==> config.mk <==
export PLATFORM = sky130hd
export DESIGN_NAME = mm_sequencer_flat
export DESIGN_NICKNAME = d
export VERILOG_FILES = /design/src/rtl/mm_sequencer_if.sv /design/src/rtl/mm_sequencer.sv /design/src/flat_wrapper.sv
export SDC_FILE = /design/constraint.sdc
export NUM_CORES = 1
export LEC_CHECK = 0
export CAP_MARGIN = 10
export CORE_MARGIN = 4
export CORE_UTILIZATION = 54
export CTS_CLUSTER_DIAMETER = 60
export CTS_CLUSTER_SIZE = 12
export DETAILED_ROUTE_END_ITERATION = 10
export GPL_ROUTABILITY_DRIVEN = 0
export PLACE_DENSITY = 0.83
export SKIP_LAST_GASP = 1
export SYNTH_ARGS = -nofsm -noshare
export SYNTH_HDL_FRONTEND = slang
export SYNTH_SLANG_ARGS = --single-unit
==> constraint.sdc <==
create_clock -name clk -period 2.95 [get_ports clk]
set_input_delay 0.59 -clock clk [delete_from_list [all_inputs] [get_ports clk]]
set_output_delay 0.59 -clock clk [all_outputs]
set_load 0.01 [all_outputs]
==> src/rtl/mm_sequencer_if.sv <==
// rtl/mm_sequencer_if.sv - control/handshake bundle between the matrix-multiply sequencer and its datapath
interface mm_sequencer_if #(
    parameter int AW = 4
);
    logic          start;
    logic          abort;
    logic [AW-1:0] a_addr;
    logic [AW-1:0] b_addr;
    logic          rd_en;
    logic          mac_clr;
    logic          mac_en;
    logic [AW-1:0] c_addr;
    logic          c_we;
    logic          busy;
    logic          done;

    // sequencer side: takes commands, drives memory/MAC strobes and status
    modport master (
        input  start, abort,
        output a_addr, b_addr, rd_en, mac_clr, mac_en, c_addr, c_we, busy, done
    );

    // datapath/host side
    modport slave (
        output start, abort,
        input  a_addr, b_addr, rd_en, mac_clr, mac_en, c_addr, c_we, busy, done
    );
endinterface

==> src/rtl/mm_sequencer.sv <==
// rtl/mm_sequencer.sv - address/strobe sequencer for an N x N matrix multiply C = A x B
module mm_sequencer #(
    parameter int N  = 3,
    parameter int AW = 4
) (
    input  logic          clk,
    input  logic          reset,
    mm_sequencer_if.master bus
);

    typedef enum logic [2:0] {
        IDLE  = 3'd0,
        CLEAR = 3'd1,
        READ  = 3'd2,
        DRAIN = 3'd3,
        WRITE = 3'd4,
        DONE  = 3'd5
    } state_t;

    localparam logic [AW-1:0] NW   = AW'(N);
    localparam logic [AW-1:0] LAST = AW'(N - 1);

    state_t        state, state_nxt;
    logic [AW-1:0] i, j, k;
    logic [AW-1:0] i_nxt, j_nxt, k_nxt;
    logic          mac_en_q;

    logic [AW-1:0] a_addr_c, b_addr_c, c_addr_c;
    logic          rd_en_c, mac_clr_c, c_we_c, busy_c, done_c;

    // state and index registers; reset cancels any run in flight
    always_ff @(posedge clk or negedge reset) begin
        if (!reset) begin
            state <= IDLE;
            i     <= '0;
            j     <= '0;
            k     <= '0;
        end else begin
            state <= state_nxt;
            i     <= i_nxt;
            j     <= j_nxt;
            k     <= k_nxt;
        end
    end

    // next state and index advance; abort overrides every transition
    always_comb begin
        state_nxt = state;
        i_nxt     = i;
        j_nxt     = j;
        k_nxt     = k;
        case (state)
            IDLE: begin
                if (bus.start) begin
                    state_nxt = CLEAR;
                    i_nxt     = '0;
                    j_nxt     = '0;
                end
            end
            CLEAR: begin
                state_nxt = READ;
                k_nxt     = '0;
            end
            READ: begin
                if (k == LAST) begin
                    state_nxt = DRAIN;
                    k_nxt     = '0;
                end else begin
                    k_nxt = k + 1'b1;
                end
            end
            DRAIN: state_nxt = WRITE;
            WRITE: begin
                if (i == LAST && j == LAST) begin
                    state_nxt = DONE;
                end else begin
                    state_nxt = CLEAR;
                    if (j == LAST) begin
                        j_nxt = '0;
                        i_nxt = i + 1'b1;
                    end else begin
                        j_nxt = j + 1'b1;
                    end
                end
            end
            DONE: begin
                state_nxt = IDLE;
                i_nxt     = '0;
                j_nxt     = '0;
                k_nxt     = '0;
            end
            default: state_nxt = IDLE;
        endcase
        if (bus.abort && state != IDLE) begin
            state_nxt = IDLE;
            i_nxt     = '0;
            j_nxt     = '0;
            k_nxt     = '0;
        end
    end

    // strobe/status decode from registered state; addresses held at 0 while their strobe is low
    always_comb begin
        a_addr_c  = '0;
        b_addr_c  = '0;
        c_addr_c  = '0;
        rd_en_c   = 1'b0;
        mac_clr_c = 1'b0;
        c_we_c    = 1'b0;
        busy_c    = 1'b0;
        done_c    = 1'b0;
        case (state)
            CLEAR: begin
                mac_clr_c = 1'b1;
                busy_c    = 1'b1;
            end
            READ: begin
                rd_en_c  = 1'b1;
                a_addr_c = i * NW + k;
                b_addr_c = k * NW + j;
                busy_c   = 1'b1;
            end
            DRAIN: busy_c = 1'b1;
            WRITE: begin
                c_we_c   = 1'b1;
                c_addr_c = i * NW + j;
                busy_c   = 1'b1;
            end
            DONE: done_c = 1'b1;
            default: ;
        endcase
    end

    // mac_en follows rd_en by the one-cycle memory read latency; an abort kills the trailing beat
    always_ff @(posedge clk or negedge reset) begin
        if (!reset) begin
            mac_en_q <= 1'b0;
        end else begin
            mac_en_q <= (state == READ) && !bus.abort;
        end
    end

    assign bus.a_addr  = a_addr_c;
    assign bus.b_addr  = b_addr_c;
    assign bus.c_addr  = c_addr_c;
    assign bus.rd_en   = rd_en_c;
    assign bus.mac_clr = mac_clr_c;
    assign bus.mac_en  = mac_en_q;
    assign bus.c_we    = c_we_c;
    assign bus.busy    = busy_c;
    assign bus.done    = done_c;

endmodule

==> src/flat_wrapper.sv <==
// flat-port wrapper written by rule: the top's interface ports become plain ports
module mm_sequencer_flat 
#(
    parameter int N  = 3,
    parameter int AW = 4
)
  (clk, reset, bus_start, bus_abort, bus_a_addr, bus_b_addr, bus_rd_en, bus_mac_clr, bus_mac_en, bus_c_addr, bus_c_we, bus_busy, bus_done);
  mm_sequencer_if #(.AW(AW)) bus_i ();
  input  logic clk;
  input  logic reset;
  input wire logic [$bits(bus_i.start)-1:0] bus_start;
  input wire logic [$bits(bus_i.abort)-1:0] bus_abort;
  output wire logic [$bits(bus_i.a_addr)-1:0] bus_a_addr;
  output wire logic [$bits(bus_i.b_addr)-1:0] bus_b_addr;
  output wire logic [$bits(bus_i.rd_en)-1:0] bus_rd_en;
  output wire logic [$bits(bus_i.mac_clr)-1:0] bus_mac_clr;
  output wire logic [$bits(bus_i.mac_en)-1:0] bus_mac_en;
  output wire logic [$bits(bus_i.c_addr)-1:0] bus_c_addr;
  output wire logic [$bits(bus_i.c_we)-1:0] bus_c_we;
  output wire logic [$bits(bus_i.busy)-1:0] bus_busy;
  output wire logic [$bits(bus_i.done)-1:0] bus_done;
  assign bus_i.start = bus_start;
  assign bus_i.abort = bus_abort;
  assign bus_a_addr = bus_i.a_addr;
  assign bus_b_addr = bus_i.b_addr;
  assign bus_rd_en = bus_i.rd_en;
  assign bus_mac_clr = bus_i.mac_clr;
  assign bus_mac_en = bus_i.mac_en;
  assign bus_c_addr = bus_i.c_addr;
  assign bus_c_we = bus_i.c_we;
  assign bus_busy = bus_i.busy;
  assign bus_done = bus_i.done;
  mm_sequencer #(.N(N), .AW(AW)) u_core (.clk(clk), .reset(reset), .bus(bus_i));
endmodule
# Yosys cells after proc, flatten, opt, wreduce, memory -nomap -nowiden
# Cells that the tools add are included.
# word_totals
ff_bits	16
in_bits	4
output_inout_bits	18
elab_cells	63
# classes
addsub	6
mul	2
n_eq_ne	12
muxes	25
n_reduce_logical	13
# ops
operator	count
$mux W4	12
$pmux W4 S3	2
$pmux W3 S5	1
$add A4 B1 Y4 const B	3
$add A4 B4 Y4	3
$eq A4 B2 Y1 const B	3
$mux W3	4
$mul A4 B2 Y4 const B	2
$pmux W4 S2	1
$eq A3 B2 Y1 const B	2
$eq A3 B3 Y1 const B	2
$ne A3 B1 Y1 const B	2
$reduce_bool A3 Y1	2
$mux W1	5
$reduce_and A4 Y1	1
$reduce_bool A4 Y1	1
$reduce_or A4 Y1	1
$eq A3 B1 Y1 const B	1
$logic_and A1 B1 Y1	3
$logic_not A3 Y1	1
$ne A3 B2 Y1 const B	1
$ne A3 B3 Y1 const B	1
$reduce_and A3 Y1	1
$reduce_and A2 Y1	1
other kinds (2)	2

# Logic depth before layout (Yosys ltp)
# logic_depth
depth_word	5
mapped_depth	8
ltp_nobuf	8

# Worst setup path after synthesis
# Ideal clock, no wire load.
# synth_timing
path_kind	register to output
startpoint	reg u_core.k[1]
endpoint	out bus_b_addr[3]
arrival_time_ps	1955
required_time_ps	2360
setup_slack_ps	405
stages_incl_launch_ff	7
n_path_buf	0
path_cell_list	dfrtp_1 -> fa_1 -> ha_1 -> fa_1 -> xnor2_1 -> xnor2_1 -> nor2_1
# synth_between
elab_chain_cells	3
# synth_rtl
element	line_no	source
start, declared	mm_sequencer.sv:24	logic [AW-1:0] i, j, k;
start signal, assigned	mm_sequencer.sv:42	k <= k_nxt;
$mul A4 B2 Y4	mm_sequencer.sv:120	b_addr_c = k * NW + j;
$add A4 B4 Y4	mm_sequencer.sv:120	
$mux W4	mm_sequencer.sv:112	case (state)
end, declared	flat_wrapper.sv:14	output wire logic [$bits(bus_i.b_addr)-1:0] bus_b_addr;
# No other way between the ends.

# Final worst setup path
# layout_timing
startpoint	reg u_core.k[0]
endpoint	out bus_b_addr[2]
# Same word-level chain as after synthesis.

==> metrics.cfg <==
[floorplan]
start_util=0.574
row_count=18
ioPinCount=22
die_h_um=59.8
die_area_um2=3580
core_area_um2=2520
die_w_um=59.8

[critical_path]
endpoint_kind=output pin
r2r-start=u_core.j[1]$_DFFE_PN0P_
startpoint=u_core.k[0]$_DFFE_PN0P_
cp_cell_sequence=fa_1, ha_1, fa_2, and2_1, dlygate4sd2_1
crit_fanout=2
critPathSlowestCell=fa_2
crit_buf_inv=1
r2r_setup_slack_ps=1170
rr_endpoint=u_core.i[2]$_DFFE_PN0P_
worst-path-stages=5
crit_required_ps=2360
crit_end=bus_b_addr[2]
worstPathArrival_ps=2280
slowest_delay_ps=520
start_kind=flip-flop
rr_worst_depth=6
crit_family=adder cells
critPathKind=flip-flop to output pin

[clock_tree]
cts.sinks=16
htree_levels=1
clk_pin_slew_ps=100
clock_latency_ps=280
cts_max_path_buffers=2
cts_tree=done
cts_root_buf=clkbuf_4
cts_made_buffers=3

[timing]
relSlewSlack=0.516
maxSlewViolCount=0
rsz0062_at_grt=false
period_share=0.974
final.setup.tns_ps=0
fin_worst_skew_ps=2.42
final-hold-violation-count=0
max_freq_mhz=348
setup_viol=0
tightest_slew_ps=723
finalCriticalPeriod_ps=2870

[logic_synthesis]
postSynthAreaPerCell_um2=8.94
synth_nets=190
ys_warn_count=0
synth-main-ff-cell=dfrtp_1
syn-instance-count=162
synth_cell_types=38
ys_seq_area_frac=0.276
syn-cell-area_um2=1450
ys_ff_latch=16
synth-edff-count=0
async_flop_share=1.00
synth_area_leaders=dfrtp_1 28%, ha_1 16%, fa_1 8.3%
synth_top_area_share=0.276
yosysTopAreaCell=dfrtp_1

[outcome]
status=finished clean

[finish]
layout-drive-gt1-share=0.172
final_util=0.725
layout_commonest_cell=dfrtp_1
areaGrowthSynthToFinish_pct=26.3
fin_nets=221
antennaDiodeCount=0
fillers=199
design_area_um2=1830
mostFrequentLayoutCells=16 x dfrtp_1, 14 x inv_1, 14 x nor2_1, 14 x ha_1, 13 x clkdlybuf4s50_1

[grt]
use_met3=0.0238
grtUsageTotal=0.197
antenna_found_initial=0
grt_pass1_wl_um=5370
grtUsageMet2=0.372
first_global_vias=1238
busiest_layer=met2
grt_overflow_total=0
grt_max_degree=17
globalRouteMet1Util=0.229

[routing]
route.detailed.drc=0
viasPerCell=5.56
first_pass_iters=4
drt.antenna.violating_nets=0
drt-initial-drc-count=41
via_count=1235
wl_um=3240
wl_per_cell_um=14.6

[power_and_ir_drop]
p_leak_nw=0.852
power_density_nw_per_um2=477
ir_drop_v=0.000467

[job]
max_cap_viol_count=0

[placement]
portBuffers=21
dpl_cell_area_um2=1730
hpwlAfterDp_um=2540

[worst_hold_path]
hp-class=flip-flop to flip-flop

==> how the worst min path moves through the flow <==
stage	start	endpoint	slack, ps	cells after the start
floorplan	reset	u_core.bus.mac_en$_DFF_PN0_	290	0
global placement	u_core.i[3]$_DFFE_PN0P_	u_core.i[3]$_DFFE_PN0P_	470	1
detailed placement	u_core.i[3]$_DFFE_PN0P_	u_core.i[3]$_DFFE_PN0P_	470	1
CTS	u_core.i[3]$_DFFE_PN0P_	u_core.i[3]$_DFFE_PN0P_	490	1
global route	u_core.i[3]$_DFFE_PN0P_	u_core.i[3]$_DFFE_PN0P_	540	1
finish	u_core.i[3]$_DFFE_PN0P_	u_core.i[3]$_DFFE_PN0P_	490	1
==> what timing repair did <==
| action | CTS | global route |
|---|---|---|
| cloned | 0 | 0 |
| setup buffers | 2 | 0 |
| gates resized for setup | 21 | 10 |
| hold buffers | 0 | 0 |
| pin swaps | 1 | 8 |
| endpoints found under the setup margin | 8 | 5 |
==> stage by stage <==
stage	setup slack, ps	hold WS (ps)	total power [mW]	cells
floorplan	405	294	0.566	162
global placement	6.28	473	0.692	216
detailed placement	-40.0	468	0.712	216
CTS	-97.1	487	0.873	222
global route	2.49	540	0.943	222
finish	76.4	489	0.872	222
==> final cells by class <==
type / instances / area [um^2] / area share
tap: 30 / 37.5 / 0.0205
sequential: 16 / 400 / 0.219
multi-input combinational: 121 / 1000 / 0.548
clock buffer: 4 / 36.3 / 0.0198
timing repair buffer: 33 / 285 / 0.156
inverter: 18 / 67.6 / 0.0369
==> worst register-to-register path: cells and delay by family (launching register included) <==
kind	cells	cell delay, ps
simple gates	2	530
flops	1	390
compound gates	2	440
fa+ha+maj	1	160
buf+inv	1	160
==> logic make-up after synthesis <==
| logic type | synth area share |
|---|---|
| xor gates and xnor gates | 0.0786 |
| adders and majority gates | 0.238 |
| and+or+nand+nor | 0.191 |
| AOI/OAI and AO/OA | 0.137 |
| buffers and inverters | 0.0786 |
| DFF | 0.276 |
==> Yosys cell counts, types with 4 or more instances <==
master / number
nor3_1: 4
buf_2: 4
inv_1: 17
a21oi_1: 7
xor2_1: 4
nand2_1: 11
dfrtp_1: 16
xnor2_1: 9
nor2_1: 14
ha_1: 18
o21ai_0: 4
fa_1: 6
o21ai_1: 5
and2_1: 7
==> power by group <==
group          leakage [nW]  internal (mW)  total, mW  switching [mW]
Combinational         0.611          0.202      0.434           0.232
Clock                0.0210         0.0750      0.145          0.0695
Sequential            0.220          0.248      0.294          0.0464
Total                 0.852          0.524      0.872           0.348
==> metal layers <==
layer / vias up / share of wire
met3: 8 / 0.044
li1: 606 / -
met4: 0 / 0.022
met1: 587 / 0.41
met5: - / 0
met2: 34 / 0.53
==> registers in the layout (all words and copies together), names as in the netlist <==
name,count
u_core.k,4
u_core.state,3
u_core.bus.mac_en,1
u_core.i,4
u_core.j,4
(Power assumes the default switching activity.)
